File: src/rtl/decode_dispatch_queue.sv
// In-order dispatch FIFO behind the decode mux: buffers decoded instructions and steers the head to its
// functional unit over a per-unit valid/ready handshake. Optional counters under DISPATCH_PERF_EN.
module decode_dispatch_queue #(
    parameter int addressWidth            = 64,
    parameter int instructionCounterWidth = 64,
    parameter int instMinIdWidth          = 7,
    parameter int opcodeSize              = 12,
    parameter int PidSize                 = 20,
    parameter int TidSize                 = 16,
    parameter int regAccessPatternSize    = 2,
    parameter int funcUnitCodeSize        = 3,
    parameter int formatWidth             = 25,
    parameter int bodyWidth               = 84,
    parameter int queueDepth              = 4
) (
    input  logic                                  clock_i,
    input  logic                                  reset_i,
    input  logic                                  flush_i,
    input  logic                                  enable_i,
    input  logic [formatWidth-1:0]                instFormat_i,
    input  logic [opcodeSize-1:0]                 opcode_i,
    input  logic [addressWidth-1:0]               address_i,
    input  logic [funcUnitCodeSize-1:0]           funcUnitType_i,
    input  logic [instructionCounterWidth-1:0]    majID_i,
    input  logic [instMinIdWidth-1:0]             minID_i,
    input  logic                                  is64Bit_i,
    input  logic [PidSize-1:0]                    pid_i,
    input  logic [TidSize-1:0]                    tid_i,
    input  logic [regAccessPatternSize-1:0]       op1rw_i,
    input  logic [regAccessPatternSize-1:0]       op2rw_i,
    input  logic [regAccessPatternSize-1:0]       op3rw_i,
    input  logic [regAccessPatternSize-1:0]       op4rw_i,
    input  logic                                  op1IsReg_i,
    input  logic                                  op2IsReg_i,
    input  logic                                  op3IsReg_i,
    input  logic                                  op4IsReg_i,
    input  logic [bodyWidth-1:0]                  body_i,
    output logic                                  stall_o,
    output logic [0:(1<<funcUnitCodeSize)-1]      unitValid_o,
    input  logic [0:(1<<funcUnitCodeSize)-1]      unitReady_i,
    output logic [formatWidth-1:0]                instFormat_o,
    output logic [opcodeSize-1:0]                 opcode_o,
    output logic [addressWidth-1:0]               address_o,
    output logic [funcUnitCodeSize-1:0]           funcUnitType_o,
    output logic [instructionCounterWidth-1:0]    majID_o,
    output logic [instMinIdWidth-1:0]             minID_o,
    output logic                                  is64Bit_o,
    output logic [PidSize-1:0]                    pid_o,
    output logic [TidSize-1:0]                    tid_o,
    output logic [regAccessPatternSize-1:0]       op1rw_o,
    output logic [regAccessPatternSize-1:0]       op2rw_o,
    output logic [regAccessPatternSize-1:0]       op3rw_o,
    output logic [regAccessPatternSize-1:0]       op4rw_o,
    output logic                                  op1IsReg_o,
    output logic                                  op2IsReg_o,
    output logic                                  op3IsReg_o,
    output logic                                  op4IsReg_o,
    output logic [bodyWidth-1:0]                  body_o,
`ifdef DISPATCH_PERF_EN
    output logic [0:31]                           dispatchCount_o,
    output logic [0:31]                           stallCycles_o,
`endif
    output logic                                  badUnit_o,
    output logic                                  overflow_o
);

    localparam int NUM_UNITS = 1 << funcUnitCodeSize;
    localparam int PTR_W     = $clog2(queueDepth);
    localparam int CNT_W     = PTR_W + 1;
    localparam logic [CNT_W-1:0] DEPTH_C      = CNT_W'(queueDepth);
    localparam logic [CNT_W-1:0] DEPTH_M1_C   = CNT_W'(queueDepth - 1);

    typedef struct packed {
        logic [formatWidth-1:0]             instFormat;
        logic [opcodeSize-1:0]              opcode;
        logic [addressWidth-1:0]            address;
        logic [funcUnitCodeSize-1:0]        funcUnitType;
        logic [instructionCounterWidth-1:0] majID;
        logic [instMinIdWidth-1:0]          minID;
        logic                               is64Bit;
        logic [PidSize-1:0]                 pid;
        logic [TidSize-1:0]                 tid;
        logic [regAccessPatternSize-1:0]    op1rw;
        logic [regAccessPatternSize-1:0]    op2rw;
        logic [regAccessPatternSize-1:0]    op3rw;
        logic [regAccessPatternSize-1:0]    op4rw;
        logic                               op1IsReg;
        logic                               op2IsReg;
        logic                               op3IsReg;
        logic                               op4IsReg;
        logic [bodyWidth-1:0]               body;
    } entry_t;

    // Unit codes 5 and 7 have no functional unit behind them.
    function automatic logic unit_implemented(input logic [funcUnitCodeSize-1:0] code);
        return !(code == funcUnitCodeSize'(5) || code == funcUnitCodeSize'(7));
    endfunction

    entry_t                 mem_q [queueDepth];
    entry_t                 mem_d [queueDepth];
    logic [PTR_W-1:0]       rd_ptr_q, rd_ptr_d, wr_ptr_q, wr_ptr_d;
    logic [CNT_W-1:0]       count_q, count_d;
    logic                   stall_q, stall_d;
    logic                   bad_unit_q, bad_unit_d;
    logic                   overflow_q, overflow_d;
    entry_t                 in_entry, head, out_entry;
    logic                   not_empty, head_impl, head_ready, pop, push;
    logic [0:NUM_UNITS-1]   unit_valid;
`ifdef DISPATCH_PERF_EN
    logic [31:0]            dispatch_count_q, dispatch_count_d;
    logic [31:0]            stall_cycles_q, stall_cycles_d;
`endif

    always_comb begin
        in_entry = '{instFormat: instFormat_i, opcode: opcode_i, address: address_i,
                     funcUnitType: funcUnitType_i, majID: majID_i, minID: minID_i,
                     is64Bit: is64Bit_i, pid: pid_i, tid: tid_i,
                     op1rw: op1rw_i, op2rw: op2rw_i, op3rw: op3rw_i, op4rw: op4rw_i,
                     op1IsReg: op1IsReg_i, op2IsReg: op2IsReg_i,
                     op3IsReg: op3IsReg_i, op4IsReg: op4IsReg_i, body: body_i};

        not_empty  = (count_q != '0);
        head       = mem_q[rd_ptr_q];
        head_impl  = unit_implemented(head.funcUnitType);
        head_ready = unitReady_i[head.funcUnitType];

        // An unimplemented head drains unconditionally so the queue never deadlocks.
        pop  = !flush_i && not_empty && (!head_impl || head_ready);
        push = !flush_i && enable_i && ((count_q < DEPTH_C) || pop);

        rd_ptr_d   = rd_ptr_q + PTR_W'(pop);
        wr_ptr_d   = wr_ptr_q + PTR_W'(push);
        count_d    = count_q;
        if (push && !pop) count_d = count_q + CNT_W'(1);
        if (pop && !push) count_d = count_q - CNT_W'(1);
        overflow_d = overflow_q | (!flush_i && enable_i && !push);
        bad_unit_d = pop && !head_impl;
        if (flush_i) begin
            rd_ptr_d = '0;
            wr_ptr_d = '0;
            count_d  = '0;
        end
        // Looking at next-state count leaves room for the instruction already in the mux register.
        stall_d = (count_d >= DEPTH_M1_C);

        mem_d = mem_q;
        if (push) mem_d[wr_ptr_q] = in_entry;

        unit_valid = '0;
        if (not_empty && head_impl) unit_valid[head.funcUnitType] = 1'b1;
        out_entry = not_empty ? head : '0;

`ifdef DISPATCH_PERF_EN
        dispatch_count_d = dispatch_count_q + 32'(pop && head_impl);
        stall_cycles_d   = stall_cycles_q + 32'(stall_q);
`endif
    end

    always_ff @(posedge clock_i) begin
        mem_q <= mem_d;
    end

    always_ff @(posedge clock_i) begin
        if (!reset_i) begin
            rd_ptr_q   <= '0;
            wr_ptr_q   <= '0;
            count_q    <= '0;
            stall_q    <= 1'b0;
            bad_unit_q <= 1'b0;
            overflow_q <= 1'b0;
`ifdef DISPATCH_PERF_EN
            dispatch_count_q <= '0;
            stall_cycles_q   <= '0;
`endif
        end else begin
            rd_ptr_q   <= rd_ptr_d;
            wr_ptr_q   <= wr_ptr_d;
            count_q    <= count_d;
            stall_q    <= stall_d;
            bad_unit_q <= bad_unit_d;
            overflow_q <= overflow_d;
`ifdef DISPATCH_PERF_EN
            dispatch_count_q <= dispatch_count_d;
            stall_cycles_q   <= stall_cycles_d;
`endif
        end
    end

    assign stall_o        = stall_q;
    assign badUnit_o      = bad_unit_q;
    assign overflow_o     = overflow_q;
    assign unitValid_o    = unit_valid;
    assign instFormat_o   = out_entry.instFormat;
    assign opcode_o       = out_entry.opcode;
    assign address_o      = out_entry.address;
    assign funcUnitType_o = out_entry.funcUnitType;
    assign majID_o        = out_entry.majID;
    assign minID_o        = out_entry.minID;
    assign is64Bit_o      = out_entry.is64Bit;
    assign pid_o          = out_entry.pid;
    assign tid_o          = out_entry.tid;
    assign op1rw_o        = out_entry.op1rw;
    assign op2rw_o        = out_entry.op2rw;
    assign op3rw_o        = out_entry.op3rw;
    assign op4rw_o        = out_entry.op4rw;
    assign op1IsReg_o     = out_entry.op1IsReg;
    assign op2IsReg_o     = out_entry.op2IsReg;
    assign op3IsReg_o     = out_entry.op3IsReg;
    assign op4IsReg_o     = out_entry.op4IsReg;
    assign body_o         = out_entry.body;
`ifdef DISPATCH_PERF_EN
    assign dispatchCount_o = dispatch_count_q;
    assign stallCycles_o   = stall_cycles_q;
`endif

endmodule

File: config.mk
export PLATFORM = sky130hd
export DESIGN_NAME = decode_dispatch_queue
export DESIGN_NICKNAME = d
export VERILOG_FILES = /design/src/rtl/decode_dispatch_queue.sv
export SDC_FILE = /design/constraint.sdc
export NUM_CORES = 1
export LEC_CHECK = 0
export CORE_MARGIN = 2
export CORE_UTILIZATION = 49
export DETAILED_ROUTE_END_ITERATION = 10
export PLACE_DENSITY = 0.75
export SLEW_MARGIN = 25
export SYNTH_ARGS = -nofsm -noshare
export SYNTH_HDL_FRONTEND = slang
export SYNTH_SLANG_ARGS = --single-unit
File: constraint.sdc
create_clock -name clock_i -period 29.1 [get_ports clock_i]
set_input_delay 4.365 -clock clock_i [delete_from_list [all_inputs] [get_ports clock_i]]
set_output_delay 4.365 -clock clock_i [all_outputs]
set_load 0.01 [all_outputs]
==> summary.md <==
| Metric | Value |
|---|---|
| Share of post-route cells with drive strength above 1 | 18.7% |
| Worst reg-to-reg setup slack | 22.71 ns |
| Cells after synthesis | 2030 |
| Worst skew pair latency | 0.71 ns |
| Cells resized by post-CTS repair | 0 |
| Status | finished clean |
| Fmax | 108 MHz |
| Reg2Reg Depth | 12 |
| Remaining global-route overflow | 0 |
| DR iter-0 viols | 1653 |
| Highest-delay cell along the critical path | buf_4 |
| Initial core utilization | 49.4% |
| Detailed Place HPWL | 61400 µm |
| Crit path cell chain | buf_4 -> buf_4 -> buf_6 -> mux4_2 -> and2_1 -> clkdlybuf4s50_1 |
| Die Ht | 314 µm |
| Detail Route Antenna Nets | 0 |
| Setup TNS | 0 ns |
| Layout Nets | 3044 |
| Clock buffer depth | 3 |
| Pre-CTS setup slack | 19.24 ns |
| Die Width | 314 µm |
| Most Frequent Cell on Critical Path | buf_4 |
| Synth Flop Type | edfxtp_1 |
| Clock root buffer | clkbuf_16 |
| Clock Skews | 0.0196 ns |
| # hold bufs at CTS | 0 |
| Area of the mapped netlist | 47000 µm² |
| Hold path cells | 1 |
| Max-cap violations | 0 |
| HP Start | overflow_o$_SDFF_PN0_ |
| P per Cell Area | 64.5 nW/µm² |
| Num CTS Buffers | 120 |
| Largest net degree at the start of global routing | 142 |
| Startpoint Class | flop |
| Worst-path maximum fanout | 50 |
| CTS tree | done |
| H-tree depth | 3 |
| Sequential share of the synthesized area | 79.2% |
| Drt drc | 0 |
| Setup Buffers After CTS | 0 |
| First-pass GRT wire length | 150000 µm |
| Rel. slew slack | 30.8% |
| Arr. time, crit path | 4.85 ns |
| Final Cell Area | 59000 µm² |
| Hold EP | overflow_o$_SDFF_PN0_ |
| CP required | 24.73 ns |
| Fillers | 6332 |
| Routed len/inst | 24.8 µm |
| Die ar. | 98300 µm² |
| RSZ-0062 raised after global routing | false |
| Crit-path max cell delay | 0.77 ns |
| Worst flop-to-flop path endpoint | mem_q[417]$_DFFE_PP_ |
| Port Buffers | 634 |
| Top Ports | 639 |
| DR pass1 iterations | 5 |
| Core area | 95000 µm² |
| Sink Count | 1242 |
| Yosys warning count | 0 |
| Initial antenna violation count | 34 |
| Pins over their slew limit | 0 |
| Yosys cell types | 36 |
| Worst Setup End Kind | primary output |
| Final Wtd Congestion | 0.817 |
| DP Area | 54800 µm² |
| VDD IR max | 84.6 µV |
| Setup slack after layout | 19.88 ns |
| Leakage dissipation | 18.5 nW |
| Vias | 22614 |
| Util after Layout | 62.1% |
| GRT Util Overall | 20.4% |
| HP Class | reg -> reg |
| Synthesis-to-finish area growth | 25.6% |
| Final Setup Violations | 0 |
| Tcrit/Tclk final | 31.7% |
| Min cycle time layout | 9.22 ns |
| RR Startpoint | rd_ptr_q[0]$_SDFF_PP0_ |
| Row cnt | 113 |
| Ys async rst share | 0% |
| Reg clk slew, reported paths | 0.06 ns |
| Syn_area_per_cell | 23.1 µm² |
| Crit Path Class | reg -> out |
| Final hold vios | 0 |
| FF+latch count, synth | 1242 |
| Vias in the first global route | 24125 |
| Vias per inst | 5.52 |
| Routed WL | 102000 µm |
| Number of flops mapped to enable cells by yosys | 1232 |
| Worst Tran Pin Value | 1.04 ns |
[worst max-delay path by stage]
stage          slack (ns)                     to                   start  cells after the start
2_1_floorplan        0.24  mem_q[1000]$_DFFE_PP_          unitReady_i[6]                      5
3_3_place_gp        19.31              tid_o[13]  rd_ptr_q[0]$_SDFF_PP0_                      6
4_1_cts             18.72              tid_o[13]  rd_ptr_q[0]$_SDFF_PP0_                      7
5_1_grt             19.40             body_o[67]  rd_ptr_q[0]$_SDFF_PP0_                      6
3_5_place_dp        19.24   mem_q[317]$_DFFE_PP_          unitReady_i[6]                     10
6_report            19.88             body_o[59]  rd_ptr_q[0]$_SDFF_PP0_                      6
[per-layer routing]
metal  track usage (%)  vias up  part of all wire, %
met3              6.61      202                  8.7
met2              34.4      818                   52
li1                  -     9733                    -
met1              24.5    11823                   36
met4              8.46       38                  3.3
met5                 0        -                 0.25
[stage by stage]
step / hold WS, ns / std cells / total power (W)
global placement: 0.458 / 3856 / 0.00227
global route: 0.507 / 4093 / 0.00392
detailed placement: 0.453 / 3858 / 0.00228
finish: 0.464 / 4094 / 0.00381
floorplan: 0.473 / 2031 / 0.00215
CTS: 0.467 / 4074 / 0.00384
[state kept, by name (all words and copies together) (netlist names)]
register and count:
mem_q 1232, wr_ptr_q 2, overflow_o 1, badUnit_o 1, count_q 3, rd_ptr_q 2
stall_o 1
[critical path, delay by kind of cell, from the launching register on]
family,cells,cell delay (ns)
simple gates,1,0.19
buf+inv,4,2.55
mux,1,0.61
flops,1,0.67
[area by class of cell]
| cell class | instances | area (µm²) | share of cell area [%] |
|---|---|---|---|
| multi-input cells | 679 | 9360 | 15.9 |
| clock inverters | 75 | 926 | 1.57 |
| diodes | 16 | 40.0 | 0.0679 |
| repair buffers | 671 | 6760 | 11.5 |
| well taps | 1265 | 1580 | 2.68 |
| inverters | 5 | 18.8 | 0.0318 |
| flip-flops and latches | 1242 | 37200 | 63.1 |
| clock buffers | 141 | 3080 | 5.23 |
[synth_stat cells (2+ instances only)]
library cell / number / area [µm²]
and2_1: 310 / 1940
nor3_1: 2 / 10.0
inv_1: 5 / 18.8
mux4_2: 307 / 6910
mux2i_1: 6 / 60.1
xnor2_1: 2 / 17.5
nor2b_1: 3 / 18.8
nand2b_1: 5 / 31.3
nor2_1: 10 / 37.5
buf_2: 2 / 10.0
ha_1: 5 / 62.6
and3_1: 3 / 18.8
a21oi_1: 2 / 10.0
edfxtp_1: 1232 / 37000
nand2_1: 7 / 26.3
clkbuf_1: 51 / 191
buf_4: 2 / 15.0
buf_6: 2 / 22.5
dfxtp_1: 10 / 200
buf_1: 48 / 180
[report_power, final]
| part | switching [W] | leakage (nW) | total [W] | internal, W |
|---|---|---|---|---|
| Clock | 0.000644 | 1.95 | 0.00157 | 0.000924 |
| Sequential | 0.00000687 | 11.3 | 0.00200 | 0.00200 |
| Combinational | 0.000107 | 5.25 | 0.000234 | 0.000126 |
| Total | 0.000758 | 18.5 | 0.00381 | 0.00305 |
[cell usage in the layout, fill, tap and decap left out, drive strengths merged, types with 2 or more instances in the layout]
cell type | netlist | final
inv | 5 | 10
diode | 0 | 16
a21oi | 3 | 3
conb | 1 | 2
mux2i | 6 | 6
clkinvlp | 0 | 3
nor2b | 3 | 3
dfxtp | 10 | 10
edfxtp | 1232 | 1232
nor2 | 10 | 10
mux4 | 308 | 308
clkinv | 0 | 48
and2 | 310 | 310
mux2 | 3 | 3
ha | 5 | 5
bufinv | 0 | 19
xnor2 | 2 | 2
clkbuf | 51 | 141
and3 | 3 | 3
nand2 | 8 | 8
nand2b | 5 | 5
nor3 | 2 | 2
clkdlybuf4s50 | 0 | 634
buf | 54 | 37
[cell families after synthesis]
| kind of cell | share of synthesized area [%] |
|---|---|
| AO/OA/AOI/OAI | 0.208 |
| adder cells (fa/ha/maj) | 0.133 |
| multiplexers | 15.0 |
| flip-flops | 79.2 |
| AND/OR/NAND/NOR | 4.49 |
| buffers and inverters | 0.933 |
| other | 0.00799 |
| XOR/XNOR | 0.0373 |
(Power assumes the default switching activity.)
==> edit 1: new RTL, config.mk and constraints unchanged <==
Make the reset (`reset_i`) asynchronous in one clocked block.
--- a/src/rtl/decode_dispatch_queue.sv
+++ b/src/rtl/decode_dispatch_queue.sv
@@ -162,3 +162,3 @@
 
-    always_ff @(posedge clock_i) begin
+    always_ff @(posedge clock_i or negedge reset_i) begin
         if (!reset_i) begin
Check against the original RTL: not settled (the Yosys comparison gave no result); the edit may change what the design does.
==> edit 1 against the original RTL <==
Cell area down 0.28%; synthesized area increased by 0.40%; final cell count rose by 0.24%; sequential share of layout area up 0.26 points; routed wire length is 0.71% lower; largest cell class unchanged; critical path type unchanged; highest routed layer unchanged; worst setup slack got worse by 190 ps; sequential cell count stayed put.
Power is not compared: it rests on default switching activity, and its combinational part moved more than twofold at a synthesized area within 25%.
==> edit 1: results <==
metrics = {
    "setup_path": {
        "ff2ff_path_depth": 9,
        "crit_end": "address_o[24]",
        "crit_path_start": "rd_ptr_q[0]",
        "arrival_ps": 5040,
        "r2r_start": "rd_ptr_q[1]",
        "slowest_delay_ps": 840,
        "cp_max_fo": 51,
        "reg2reg_to": "mem_q[140]",
        "ff2ff_setup_slack_ps": 22950,
    },
    "grt": {
        "antenna_found_initial": 21,
        "grt_use_met2_pct": 33.8,
        "grt_pass1_wl_um": 150000,
        "grt_usage_pct": 20.3,
        "grt_max_degree": 131,
        "use_met1_pct": 25.6,
        "gr-usage-met3_pct": 6.52,
    },
    "synthesis": {
        "synthArstFlopShare_pct": 0.805,
        "synth-compound-area-share_pct": 0.337,
        "synthTopCellsByCount": "edfxtp_1 (1,232), mux4_2 (308), and2_1 (306)",
        "ys_top_cells_by_area": "edfxtp_1 (78%), mux4_2 (15%), and2_1 (4.1%)",
        "synth-xor-area-share_pct": 0.0557,
        "ys_types": 38,
    },
    "route": {
        "met2WireLength_um": 51700,
        "drt_iter0_drc": 1984,
        "wl_per_cell_um": 24.6,
        "met1_length_um": 37500,
        "dr_wl_met3_um": 9570,
        "dr.pass1.iters": 7,
    },
    "final_layout": {
        "nets": 3058,
        "drive_above_1_share_pct": 18.8,
    },
    "timing": {
        "finClkSkew_ps": 19.0,
        "tightest_slew_ps": 1070,
    },
    "status": {
        "status": "finished, final reports clean",
    },
    "placement": {
        "dp_hpwl_um": 60800,
        "place_area_um2": 55000,
        "globalplace.congestion": 0.775,
    },
    "clock_tree": {
        "numCtsBuffers": 119,
        "insertion_delay_ps": 680,
    },
    "hold_path": {
        "min_from": "overflow_o",
        "holdPathEnd": "overflow_o",
    },
}
[edit 1: cell types whose count changed after synthesis, sizes merged, moves of 3 or more]
| cell | delta |
|---|---|
| and2 | -4 |
| buf | +6 |
| dfrtp | +10 |
| dfxtp | -10 |
| mux2 | -3 |
| nor3 | +6 |
[edit 1: stage by stage]
step | hold slack [ps] | worst slack [ps] | std cells
2_1_floorplan | 512 | 2020 | 2055
3_3_place_gp | 465 | 19360 | 3872
3_5_place_dp | 482 | 19330 | 3874
4_1_cts | 501 | 18560 | 4091
5_1_grt | 528 | 19210 | 4103
6_report | 502 | 19690 | 4104
[edit 1: area by class of cell]
class / count / area [um^2]
Sequential cell: 1242 / 37300
Fill cell: 6382 / 36300
Timing Repair Buffer: 666 / 6770
Antenna cell: 10 / 25.0
Tap cell: 1265 / 1580
Inverter: 7 / 26.3
Clock inverter: 72 / 558
Multi-Input combinational cell: 697 / 9470
Clock buffer: 145 / 3130
==> edit 2: new RTL, same settings <==
Without the edit above. The option `DISPATCH_PERF_EN` is turned on by a define.
--- a/src/rtl/decode_dispatch_queue.sv
+++ b/src/rtl/decode_dispatch_queue.sv
@@ -2,2 +2,4 @@
 // functional unit over a per-unit valid/ready handshake. Optional counters under DISPATCH_PERF_EN.
+`define DISPATCH_PERF_EN
+
 module decode_dispatch_queue #(
New outputs: dispatchCount_o and stallCycles_o. Function: not settled (the Yosys comparison gave no result); the edit may change what the design does.
==> edit 2 against the original RTL <==
Routed wire length rose by 12%; synthesized cell count is 15% higher; sequential cell count grew 64; worst setup slack got worse by 350 ps; synthesized area up 6.1%; die area grew 6.0%; total power rose by 5.1%; via count rose by 12%; cell area grew 6.4%; worst hold slack improved by 65 ps; critical path type unchanged; highest routed layer unchanged.
==> edit 2: results <==
metrics = {
    "clock_tree": {
        "insertion_delay_ps": 730,
        "numCtsBuffers": 136,
        "h-tree-depth": 4,
        "clk_path_buf_depth": 3,
    },
    "final_layout": {
        "nets": 3419,
        "drive_above_1_share_pct": 16.9,
        "area_growth_pct": 26.0,
        "fillers": 6804,
    },
    "synthesis": {
        "synth_top_area_share_pct": 74.3,
        "synthTopCellsByCount": "edfxtp_1 (1,232), and2_1 (357), mux4_2 (308)",
        "ys_top_cells_by_area": "edfxtp_1 (74%), mux4_2 (14%), and2_1 (4.5%)",
        "ys_types": 45,
    },
    "hold_path": {
        "worstHoldPathCells": 2,
        "min_from": "stallCycles_o[5]",
    },
    "route": {
        "drt_iter0_drc": 1682,
        "vias": 25300,
        "wl_per_cell_um": 24.8,
    },
    "grt": {
        "antenna_found_initial": 26,
        "grt_pass1_vias": 26700,
        "grt_usage_pct": 21.5,
        "grt_max_degree": 140,
        "grt_pass1_wl_um": 167000,
    },
    "power_and_ir_drop": {
        "p_leak_nw": 19.8,
    },
    "setup_path": {
        "arrival_ps": 5210,
        "ff2ff_path_depth": 10,
    },
    "timing": {
        "relSlewSlack_pct": 16.7,
    },
    "status": {
        "status": "finished, final reports clean",
    },
    "placement": {
        "globalplace.congestion": 0.833,
        "dp_hpwl_um": 70700,
        "numPortBuffers": 698,
    },
}
[edit 2: cell types whose count changed in the layout (fill, tap and decap cells not counted), sizes merged, moves of 13 or more]
| cell | before | now |
|---|---|---|
| xnor2 | 2 | 37 |
| nand3 | 1 | 24 |
| a21boi | 0 | 15 |
| or3 | 0 | 16 |
| dfxtp | 10 | 74 |
| nand2 | 8 | 21 |
| clkbuf | 141 | 177 |
| nand4 | 0 | 16 |
| clkdlybuf4s50 | 634 | 698 |
| and2 | 310 | 357 |
| o21ai | 1 | 17 |
[edit 2: power by group]
| group | internal (mW) | switching, mW | total (mW) |
|---|---|---|---|
| Clock | 0.968 | 0.689 | 1.66 |
| Sequential | 2.09 | 0.00739 | 2.09 |
| Combinational | 0.132 | 0.116 | 0.248 |
[edit 2: logic make-up (layout without fill, tap and decap cells)]
logic type	after synthesis	in the layout	share of synthesized area, %
AOI/OAI and AO/OA	42	42	0.575
xor gates and xnor gates	47	47	0.826
adders and majority gates	9	9	0.226
buffers and inverters	130	980	1.04
DFF	1306	1306	77.2
muxes	313	313	14.0
other	1	26	0.00753
and+or+nand+nor	494	494	6.05
[edit 2: cell type report]
cell class                 count  area share (%)
antenna                       24          0.0957
sequential                  1306            61.3
inverter                      11          0.0658
timing repair buffer         728            11.7
clock inverter                64           0.903
multi-input combinational    907            17.3
tap                         1357            2.71
clock buffer                 177            5.89
[edit 2: critical path, cell delays in order, from the launching register on]
cell and delay, ps:
dfxtp_4 760, buf_4 830, buf_6 670, buf_4 800, mux4_2 610, and2_1 180, clkdlybuf4s50_1 510
[edit 2: metal layers]
metal / global-route usage [%] / wire length, um
met4: 9.14 / 4220
met3: 6.32 / 8770
met1: 25.5 / 41100
met2: 36.7 / 59400
met5: 0 / 76
[edit 2: final timing paths]
check                     end  slack (ps)
max               majID_o[57]       19530
min          stallCycles_o[5]         530
max reg2reg       mem_q[1023]       22830
min reg2reg  stallCycles_o[5]         530
[edit 2: through the flow]
stage | power (mW) | setup slack (ps) | hold slack, ps | cells
CTS | 4.04 | 19010 | 514 | 4550
global route | 4.12 | 19010 | 557 | 4569
finish | 4.00 | 19530 | 529 | 4574
global placement | 2.37 | 19800 | 485 | 4306
floorplan | 2.25 | 302 | 508 | 2343
detailed placement | 2.38 | 19780 | 505 | 4309
